`config.mk`:
```
export PLATFORM = sky130hd
export DESIGN_NAME = exec_unit_flat
export DESIGN_NICKNAME = d
export VERILOG_FILES = /design/src/rtl/proc_pkg.sv /design/src/rtl/exec_unit_if.sv /design/src/rtl/alu16.sv /design/src/rtl/exec_unit.sv /design/src/flat_wrapper.sv
export SDC_FILE = /design/constraint.sdc
export NUM_CORES = 1
export LEC_CHECK = 0
export CORE_MARGIN = 2
export CORE_UTILIZATION = 59
export DETAILED_ROUTE_END_ITERATION = 6
export GPL_TIMING_DRIVEN = 1
export PLACE_DENSITY = 0.83
export RECOVER_POWER = 50
export SETUP_SLACK_MARGIN = 0.1
export SYNTH_ARGS = -nofsm -noshare
export SYNTH_HDL_FRONTEND = slang
export SYNTH_HIERARCHICAL = 1
export SYNTH_SLANG_ARGS = --single-unit
```
`constraint.sdc`:
```
create_clock -name clk -period 3.7 [get_ports clk]
set_input_delay 0.37 -clock clk [delete_from_list [all_inputs] [get_ports clk]]
set_output_delay 0.37 -clock clk [all_outputs]
set_load 0.005 [all_outputs]
```
`src/rtl/proc_pkg.sv`:
```
// Shared definitions for the execute/write-back slice.
//   - DATA_W / RA_W defaults (must match reg_block)
//   - opcode encodings and instruction field bit positions
//   - sequencer state enum
//   - sext_imm6: sign-extends the 6-bit immediate to DATA_W
// Optional feature macro used by the consumers of this package: EXEC_MUL_EN.
package proc_pkg;

  localparam int DATA_W = 16;
  localparam int RA_W   = 2;
  localparam int INSTR_W = 16;

  localparam int OP_MSB  = 15;
  localparam int OP_LSB  = 12;
  localparam int RD_MSB  = 11;
  localparam int RD_LSB  = 10;
  localparam int RS1_MSB = 9;
  localparam int RS1_LSB = 8;
  localparam int RS2_MSB = 7;
  localparam int RS2_LSB = 6;
  localparam int IMM_MSB = 5;
  localparam int IMM_LSB = 0;

  localparam logic [3:0] OP_ADD  = 4'd0;
  localparam logic [3:0] OP_SUB  = 4'd1;
  localparam logic [3:0] OP_AND  = 4'd2;
  localparam logic [3:0] OP_OR   = 4'd3;
  localparam logic [3:0] OP_XOR  = 4'd4;
  localparam logic [3:0] OP_SHL  = 4'd5;
  localparam logic [3:0] OP_SHR  = 4'd6;
  localparam logic [3:0] OP_ADDI = 4'd7;
  localparam logic [3:0] OP_MOV  = 4'd8;
  localparam logic [3:0] OP_MUL  = 4'd9;

  typedef enum logic [2:0] {
    S_IDLE = 3'd0,
    S_READ = 3'd1,
    S_EXEC = 3'd2,
    S_MUL  = 3'd3,
    S_WB   = 3'd4
  } state_t;

  function automatic logic [DATA_W-1:0] sext_imm6(input logic signed [5:0] imm);
    logic signed [DATA_W-1:0] ext;
    ext = DATA_W'(imm);
    return ext;
  endfunction

endpackage

```
`src/rtl/exec_unit_if.sv`:
```
// Instruction handshake plus register-file port bundle for exec_unit.
//   slave  : exec_unit's view (accepts instructions, drives reg_block ports)
//   master : upstream / register-file side
// Signals: instr_valid/instr_ready/instr, rn_1/rn_2 -> rd_1/rd_2 read ports,
// wn/w/wd write port, done/illegal pulses, zero/carry flags.
interface exec_unit_if;
  import proc_pkg::*;

  logic                  instr_valid;
  logic                  instr_ready;
  logic [INSTR_W-1:0]    instr;
  logic [RA_W-1:0]       rn_1;
  logic [RA_W-1:0]       rn_2;
  logic [DATA_W-1:0]     rd_1;
  logic [DATA_W-1:0]     rd_2;
  logic [RA_W-1:0]       wn;
  logic                  w;
  logic [DATA_W-1:0]     wd;
  logic                  done;
  logic                  illegal;
  logic                  zero;
  logic                  carry;

  modport slave (
    input  instr_valid, instr, rd_1, rd_2,
    output instr_ready, rn_1, rn_2, wn, w, wd, done, illegal, zero, carry
  );

  modport master (
    output instr_valid, instr, rd_1, rd_2,
    input  instr_ready, rn_1, rn_2, wn, w, wd, done, illegal, zero, carry
  );

endinterface

```
`src/rtl/alu16.sv`:
```
// Combinational ALU for opcodes 0-8 (ADD, SUB, AND, OR, XOR, SHL, SHR, ADDI, MOV).
//   op     : opcode
//   a, b   : operands (a = rs1, b = rs2)
//   imm6   : immediate for ADDI
//   result : DATA_W result, modulo 2^DATA_W
//   carry  : carry-out (ADD/ADDI), borrow (SUB), 0 otherwise
// Opcodes outside 0-8 produce result 0, carry 0.
module alu16
  import proc_pkg::*;
(
  input  logic [3:0]        op,
  input  logic [DATA_W-1:0] a,
  input  logic [DATA_W-1:0] b,
  input  logic [5:0]        imm6,
  output logic [DATA_W-1:0] result,
  output logic              carry
);

  logic [DATA_W:0] sum;

  always_comb begin
    sum    = '0;
    result = '0;
    carry  = 1'b0;
    case (op)
      OP_ADD: begin
        sum    = {1'b0, a} + {1'b0, b};
        result = sum[DATA_W-1:0];
        carry  = sum[DATA_W];
      end
      OP_SUB: begin
        result = a - b;
        carry  = (a < b);
      end
      OP_AND: result = a & b;
      OP_OR:  result = a | b;
      OP_XOR: result = a ^ b;
      OP_SHL: result = a << b[3:0];
      OP_SHR: result = a >> b[3:0];
      OP_ADDI: begin
        sum    = {1'b0, a} + {1'b0, sext_imm6(imm6)};
        result = sum[DATA_W-1:0];
        carry  = sum[DATA_W];
      end
      OP_MOV: result = a;
      default: begin
        result = '0;
        carry  = 1'b0;
      end
    endcase
  end

endmodule

```
`src/rtl/exec_unit.sv`:
```
// Multi-cycle execute/write-back controller in front of reg_block (4 x 16-bit).
// Sequence: IDLE -> READ -> EXEC -> (MUL ->) WB -> IDLE.
//   clk  : rising-edge clock
//   rst  : asynchronous, active-high reset
//   bus  : exec_unit_if.slave (instruction handshake, reg_block read/write
//          ports, done/illegal pulses, zero/carry flags)
// Macro EXEC_MUL_EN: when defined, opcode 9 runs a 16-cycle shift-add
// multiplier; when undefined, the multiplier is absent and opcode 9 is illegal.
module exec_unit
  import proc_pkg::*;
(
  input  logic       clk,
  input  logic       rst,
  exec_unit_if.slave bus
);

  state_t              state_q, state_d;
  logic [INSTR_W-1:0]  instr_q;
  logic [DATA_W-1:0]   op_a, op_b;
  logic [DATA_W-1:0]   res_q;
  logic                carry_q;
  logic                zero_f, carry_f;
  logic [DATA_W-1:0]   alu_res;
  logic                alu_carry;
  logic [3:0]          op;
  logic                legal;
  logic                accept;
  logic                ready_c, w_c, done_c, illegal_c;

  function automatic logic is_legal(input logic [3:0] o);
    logic ok;
    case (o)
      OP_ADD, OP_SUB, OP_AND, OP_OR, OP_XOR,
      OP_SHL, OP_SHR, OP_ADDI, OP_MOV: ok = 1'b1;
`ifdef EXEC_MUL_EN
      OP_MUL:  ok = 1'b1;
`endif
      default: ok = 1'b0;
    endcase
    return ok;
  endfunction

  assign op     = instr_q[OP_MSB:OP_LSB];
  assign legal  = is_legal(op);
  assign accept = bus.instr_valid & (state_q == S_IDLE);

  alu16 u_alu (
    .op     (op),
    .a      (op_a),
    .b      (op_b),
    .imm6   (instr_q[IMM_MSB:IMM_LSB]),
    .result (alu_res),
    .carry  (alu_carry)
  );

`ifdef EXEC_MUL_EN
  logic [2*DATA_W-1:0] acc, mcand, acc_nx;
  logic [DATA_W-1:0]   mplier;
  logic [3:0]          mul_cnt;
  logic                mul_last;

  assign acc_nx   = mplier[0] ? acc + mcand : acc;
  assign mul_last = (mul_cnt == 4'd15);

  // MUL datapath: one multiplier bit per cycle, LSB first
  always_ff @(posedge clk) begin
    if (state_q == S_EXEC) begin
      acc    <= '0;
      mcand  <= {{DATA_W{1'b0}}, op_a};
      mplier <= op_b;
    end else if (state_q == S_MUL) begin
      acc    <= acc_nx;
      mcand  <= mcand << 1;
      mplier <= mplier >> 1;
    end
  end

  always_ff @(posedge clk or posedge rst) begin
    if (rst) begin
      mul_cnt <= '0;
    end else if (state_q == S_EXEC) begin
      mul_cnt <= '0;
    end else if (state_q == S_MUL) begin
      mul_cnt <= mul_cnt + 4'd1;
    end
  end
`endif

  always_comb begin
    state_d   = state_q;
    ready_c   = 1'b0;
    w_c       = 1'b0;
    done_c    = 1'b0;
    illegal_c = 1'b0;
    case (state_q)
      S_IDLE: begin
        ready_c = 1'b1;
        if (bus.instr_valid) state_d = S_READ;
      end
      S_READ: state_d = S_EXEC;
      S_EXEC: begin
        state_d = S_WB;
`ifdef EXEC_MUL_EN
        if (op == OP_MUL) state_d = S_MUL;
`endif
      end
      S_MUL: begin
`ifdef EXEC_MUL_EN
        if (mul_last) state_d = S_WB;
`else
        state_d = S_IDLE;
`endif
      end
      S_WB: begin
        done_c    = 1'b1;
        w_c       = legal;
        illegal_c = ~legal;
        state_d   = S_IDLE;
      end
      default: state_d = S_IDLE;
    endcase
  end

  // Control state: sequencer, latched instruction, result and flags
  always_ff @(posedge clk or posedge rst) begin
    if (rst) begin
      state_q <= S_IDLE;
      instr_q <= '0;
      res_q   <= '0;
      carry_q <= 1'b0;
      zero_f  <= 1'b0;
      carry_f <= 1'b0;
    end else begin
      state_q <= state_d;
      if (accept) instr_q <= bus.instr;
      if (state_q == S_EXEC) begin
        res_q   <= alu_res;
        carry_q <= alu_carry;
      end
`ifdef EXEC_MUL_EN
      if ((state_q == S_MUL) && mul_last) begin
        res_q   <= acc_nx[DATA_W-1:0];
        carry_q <= |acc_nx[2*DATA_W-1:DATA_W];
      end
`endif
      if ((state_q == S_WB) && legal) begin
        zero_f  <= (res_q == '0);
        carry_f <= carry_q;
      end
    end
  end

  // READ -> EXEC boundary: operand capture from reg_block
  always_ff @(posedge clk) begin
    if (state_q == S_READ) begin
      op_a <= bus.rd_1;
      op_b <= bus.rd_2;
    end
  end

  assign bus.instr_ready = ready_c;
  assign bus.rn_1        = instr_q[RS1_MSB:RS1_LSB];
  assign bus.rn_2        = instr_q[RS2_MSB:RS2_LSB];
  assign bus.wn          = instr_q[RD_MSB:RD_LSB];
  assign bus.wd          = res_q;
  assign bus.w           = w_c;
  assign bus.done        = done_c;
  assign bus.illegal     = illegal_c;
  assign bus.zero        = zero_f;
  assign bus.carry       = carry_f;

endmodule

```
`src/flat_wrapper.sv`:
```
// flat-port wrapper written by rule: the top's interface ports become plain ports
module exec_unit_flat import proc_pkg::*;
  (clk, rst, bus_instr_valid, bus_instr, bus_rd_1, bus_rd_2, bus_instr_ready, bus_rn_1, bus_rn_2, bus_wn, bus_w, bus_wd, bus_done, bus_illegal, bus_zero, bus_carry);
  exec_unit_if bus_i ();
  input  logic clk;
  input  logic rst;
  input wire logic [$bits(bus_i.instr_valid)-1:0] bus_instr_valid;
  input wire logic [$bits(bus_i.instr)-1:0] bus_instr;
  input wire logic [$bits(bus_i.rd_1)-1:0] bus_rd_1;
  input wire logic [$bits(bus_i.rd_2)-1:0] bus_rd_2;
  output wire logic [$bits(bus_i.instr_ready)-1:0] bus_instr_ready;
  output wire logic [$bits(bus_i.rn_1)-1:0] bus_rn_1;
  output wire logic [$bits(bus_i.rn_2)-1:0] bus_rn_2;
  output wire logic [$bits(bus_i.wn)-1:0] bus_wn;
  output wire logic [$bits(bus_i.w)-1:0] bus_w;
  output wire logic [$bits(bus_i.wd)-1:0] bus_wd;
  output wire logic [$bits(bus_i.done)-1:0] bus_done;
  output wire logic [$bits(bus_i.illegal)-1:0] bus_illegal;
  output wire logic [$bits(bus_i.zero)-1:0] bus_zero;
  output wire logic [$bits(bus_i.carry)-1:0] bus_carry;
  assign bus_i.instr_valid = bus_instr_valid;
  assign bus_i.instr = bus_instr;
  assign bus_i.rd_1 = bus_rd_1;
  assign bus_i.rd_2 = bus_rd_2;
  assign bus_instr_ready = bus_i.instr_ready;
  assign bus_rn_1 = bus_i.rn_1;
  assign bus_rn_2 = bus_i.rn_2;
  assign bus_wn = bus_i.wn;
  assign bus_w = bus_i.w;
  assign bus_wd = bus_i.wd;
  assign bus_done = bus_i.done;
  assign bus_illegal = bus_i.illegal;
  assign bus_zero = bus_i.zero;
  assign bus_carry = bus_i.carry;
  exec_unit u_core (.clk(clk), .rst(rst), .bus(bus_i));
endmodule
```
==> results.json, run 1 <==
{
  "status": "finished, violations left",
  "failed_checks": "design-rule violations, max-capacitance violations, max-slew violations",
  "synthDistinctLibCells": 81,
  "instances_no_fill": 1073,
  "ff2ff_setup_slack_ps": 250,
  "pwr_density_cell_mw_per_mm2": 937,
  "gp_congestion": 1.07,
  "finalWirelength_mm": 26.2,
  "ir_drop_v": 0.000520,
  "critical_path.startpoint_type": "flop",
  "setup_viol": 0,
  "syn_area_per_cell_um2": 8.91,
  "root_buffer": "clkbuf_16",
  "layout_min_cycle_time_ps": 3450,
  "drt-initial-drc-count": 1138,
  "rsz0062_at_grt": "no",
  "grt_pass1_wl_mm": 40.1,
  "start_util_pct": 60.6,
  "async_flop_share_pct": 54.3,
  "synth_edf_count": 32,
  "worstPathCellList": "ha_1, fa_1, a21oi_1, o211ai_1, a21oi_1, nor2_1, a2111oi_0, a31oi_1, a211o_1, mux2_2",
  "synth.ff_latch_count": 70,
  "grt_max_degree": 48,
  "post-route-drc-count": 1,
  "drv_slew": 33,
  "wl_per_cell_um": 24.4,
  "drive_gt1_share_pct": 13.9,
  "clk_path_buf_depth": 2,
  "fin_skew_ps": 10.4,
  "dp.cells": 1057,
  "endpoint_kind": "flop",
  "antenna_found_initial": 0,
  "power_leakage_nw": 3.60,
  "postRouteAntennaNets": 0,
  "path_common_cell": "a21oi_1",
  "cp_slowest_cell": "edfxtp_1",
  "hpwl_mm": 19.6,
  "cts-resized-gates": 0,
  "die_w_um": 115,
  "hold_class": "in -> async",
  "postCtsHoldBufs": 0,
  "io_pins": 79,
  "worst_slew_pin_slew_ps": 1890,
  "stdcell_area_mm2": 0.00862,
  "crit_family": "compound AO/OA/AOI/OAI gates",
  "finalCritPeriodShare_pct": 93.2,
  "final_nets": 1019,
  "place_area_mm2": 0.00835,
  "clk_latency_ps": 350,
  "cpPeakStageDelay_ps": 510,
  "cts_setup_buffers": 0,
  "cts_made_buffers": 9,
  "cts_sinks": 70,
  "critPathRequiredTime_ps": 3930,
  "worst-path-buf-inv": 0,
  "yosys_warnings": 6,
  "fillCellCount": 924,
  "crit_type": "reg -> reg",
  "viasPerCell": 6.82,
  "rows": 40,
  "setup-tns-final_ps": 0,
  "core_mm2": 0.0121,
  "synth_fp_nets": 939,
  "critPathArrivalTime_ps": 3680,
  "gr-total-overflow": 0,
  "port_buffers": 78,
  "grt_use_total_pct": 40.3,
  "fmax_mhz": 290,
  "finalHoldViolCount": 0,
  "clk_pin_slew_ps": 60,
  "vias": 7315,
  "synthToLayoutAreaGrowth_pct": 17.9,
  "mappedNetlistArea_mm2": 0.00731,
  "htree_num_levels": 3,
  "die_h_um": 115,
  "max-slew-margin-rel_pct": -25.9,
  "syn_inst": 820,
  "maxCapViolCount": 1,
  "n_antenna_cell": 0,
  "die_area_mm2": 0.0133,
  "first_global_vias": 7069,
  "critPathMaxFanout": 9,
  "cts_tree": "yes",
  "synthFlopType": "dfrtp_1",
  "dr.pass1.iters": 7,
  "seq_area_frac_synth_pct": 26.2
}
-- state kept, by name, summed over array words and instances, names as in the netlist --
signal,flops
u_core/bus.wd,16
u_core/op_b,16
u_core/bus.carry,1
u_core/carry_q,1
u_core/instr_q,16
u_core/bus.zero,1
u_core/op_a,16
u_core/state_q,3
-- layout make-up --
class	instances	area, um2	area share, %
Sequential cell	70	1910	22.2
Timing Repair Buffer	123	1110	12.8
Tap cell	168	210	2.44
Inverter	60	225	2.61
Clock inverter	6	61.3	0.711
Clock buffer	10	229	2.66
Multi-Input combinational cell	636	4870	56.5
-- cells in the final DEF (no fill, tap or decap), drive strengths merged, types with 9 or more instances in the layout --
master | Yosys | final
inv | 60 | 61
xor2 | 14 | 14
dfrtp | 38 | 38
a22oi | 16 | 16
nand3 | 15 | 15
a21oi | 59 | 59
clkbuf | 19 | 13
buf | 35 | 42
mux2 | 43 | 43
a31oi | 11 | 11
nor2b | 13 | 13
nor3 | 12 | 12
edfxtp | 32 | 32
dlygate4sd3 | 0 | 33
clkdlybuf4s50 | 0 | 45
a211oi | 10 | 10
o21ai | 55 | 55
ha | 65 | 65
nor4 | 9 | 9
xnor2 | 13 | 13
nand2 | 53 | 53
nor2 | 66 | 66
o211ai | 17 | 17
mux4 | 12 | 12
mux2i | 22 | 22
-- worst reg2reg max path: cells and delay by family (launching register included) --
family	cells	cell delay (ps)
AO/OA/AOI/OAI	6	1710
adder cells (fa/ha/maj)	2	760
flip-flops	1	510
multiplexers	1	270
AND/OR/NAND/NOR	1	90
-- worst paths after layout --
check                                       from                 to  depth (start not counted)
min in group clk                u_core/bus.carry   u_core/bus.carry                          1
max in group asynchronous                    rst  u_core/instr_q[1]                          3
worst max-delay path              u_core/op_a[0]  u_core/bus.wd[10]                         10
worst max register to register    u_core/op_a[0]  u_core/bus.wd[10]                         10
worst min-delay path                         rst  u_core/bus.wd[10]                          2
worst min register to register  u_core/bus.carry   u_core/bus.carry                          1
-- metrics by stage --
step	hold WS (ps)	power [W]	util (%)	setup WS, ps
after floorplan	469	0.00519	-	400
after global placement	491	0.00681	69.2	422
after detailed placement	501	0.00695	69.2	365
after CTS	371	0.00787	71.6	347
after global routing	527	0.00848	71.5	188
final	504	0.00807	71.5	251
-- cell families after synthesis --
kind of cell               share of synthesized area, %
AOI/OAI and AO/OA                                  23.9
and+or+nand+nor                                    13.6
buffers and inverters                              7.34
muxes                                              13.8
DFF                                                26.2
adders and majority gates                          11.9
xor gates and xnor gates                           3.24
-- Yosys cell counts, types with 8 or more instances --
cell / n / area share, %
buf_4: 12 / 1.2
ha_1: 65 / 11
edfxtp_1: 32 / 13
o22ai_1: 8 / 0.68
mux2_4: 10 / 2.1
a211oi_1: 9 / 0.92
o211ai_1: 17 / 1.7
xor2_1: 14 / 1.7
dfrtp_1: 38 / 13
a31oi_1: 11 / 0.94
xnor2_1: 13 / 1.6
inv_1: 54 / 2.8
a22oi_1: 16 / 1.6
nand2_1: 53 / 2.7
nor2_1: 66 / 3.4
mux2i_1: 22 / 3.0
buf_2: 14 / 0.96
o21ai_0: 50 / 3.4
a21oi_1: 56 / 3.8
clkbuf_1: 19 / 0.98
nor2b_1: 13 / 1.1
nor3_1: 11 / 0.75
mux4_2: 12 / 3.7
nand3_1: 15 / 1.0
nor4_1: 9 / 0.77
mux2_2: 30 / 4.6
-- power breakdown --
| group | internal [W] | switching [W] | total (W) | leakage, nW |
|---|---|---|---|---|
| Clock | 0.000520 | 0.000358 | 0.000878 | 0.140 |
| Combinational | 0.00233 | 0.00332 | 0.00565 | 2.69 |
| Sequential | 0.00115 | 0.000394 | 0.00154 | 0.769 |
-- layer usage --
layer / vias to the layer above / track usage (%) / wire, um
li1: 3210 / - / -
met1: 3457 / 54.3 / 10400
met2: 527 / 62.1 / 11800
met3: 121 / 7.64 / 2600
met4: 0 / 20.0 / 1420
met5: - / 0 / 0
Power figures use the tool's default switching activity.
==> run 2, diff against run 1 <==
--- a/config.mk
+++ b/config.mk
@@ -11,7 +11,6 @@
 export GPL_TIMING_DRIVEN = 1
 export PLACE_DENSITY = 0.83
 export RECOVER_POWER = 50
-export SETUP_SLACK_MARGIN = 0.1
 export SYNTH_ARGS = -nofsm -noshare
 export SYNTH_HDL_FRONTEND = slang
 export SYNTH_HIERARCHICAL = 1
==> results of run 2 <==
Same layout as run 1: the final DEF is identical, and so are final timing and power.
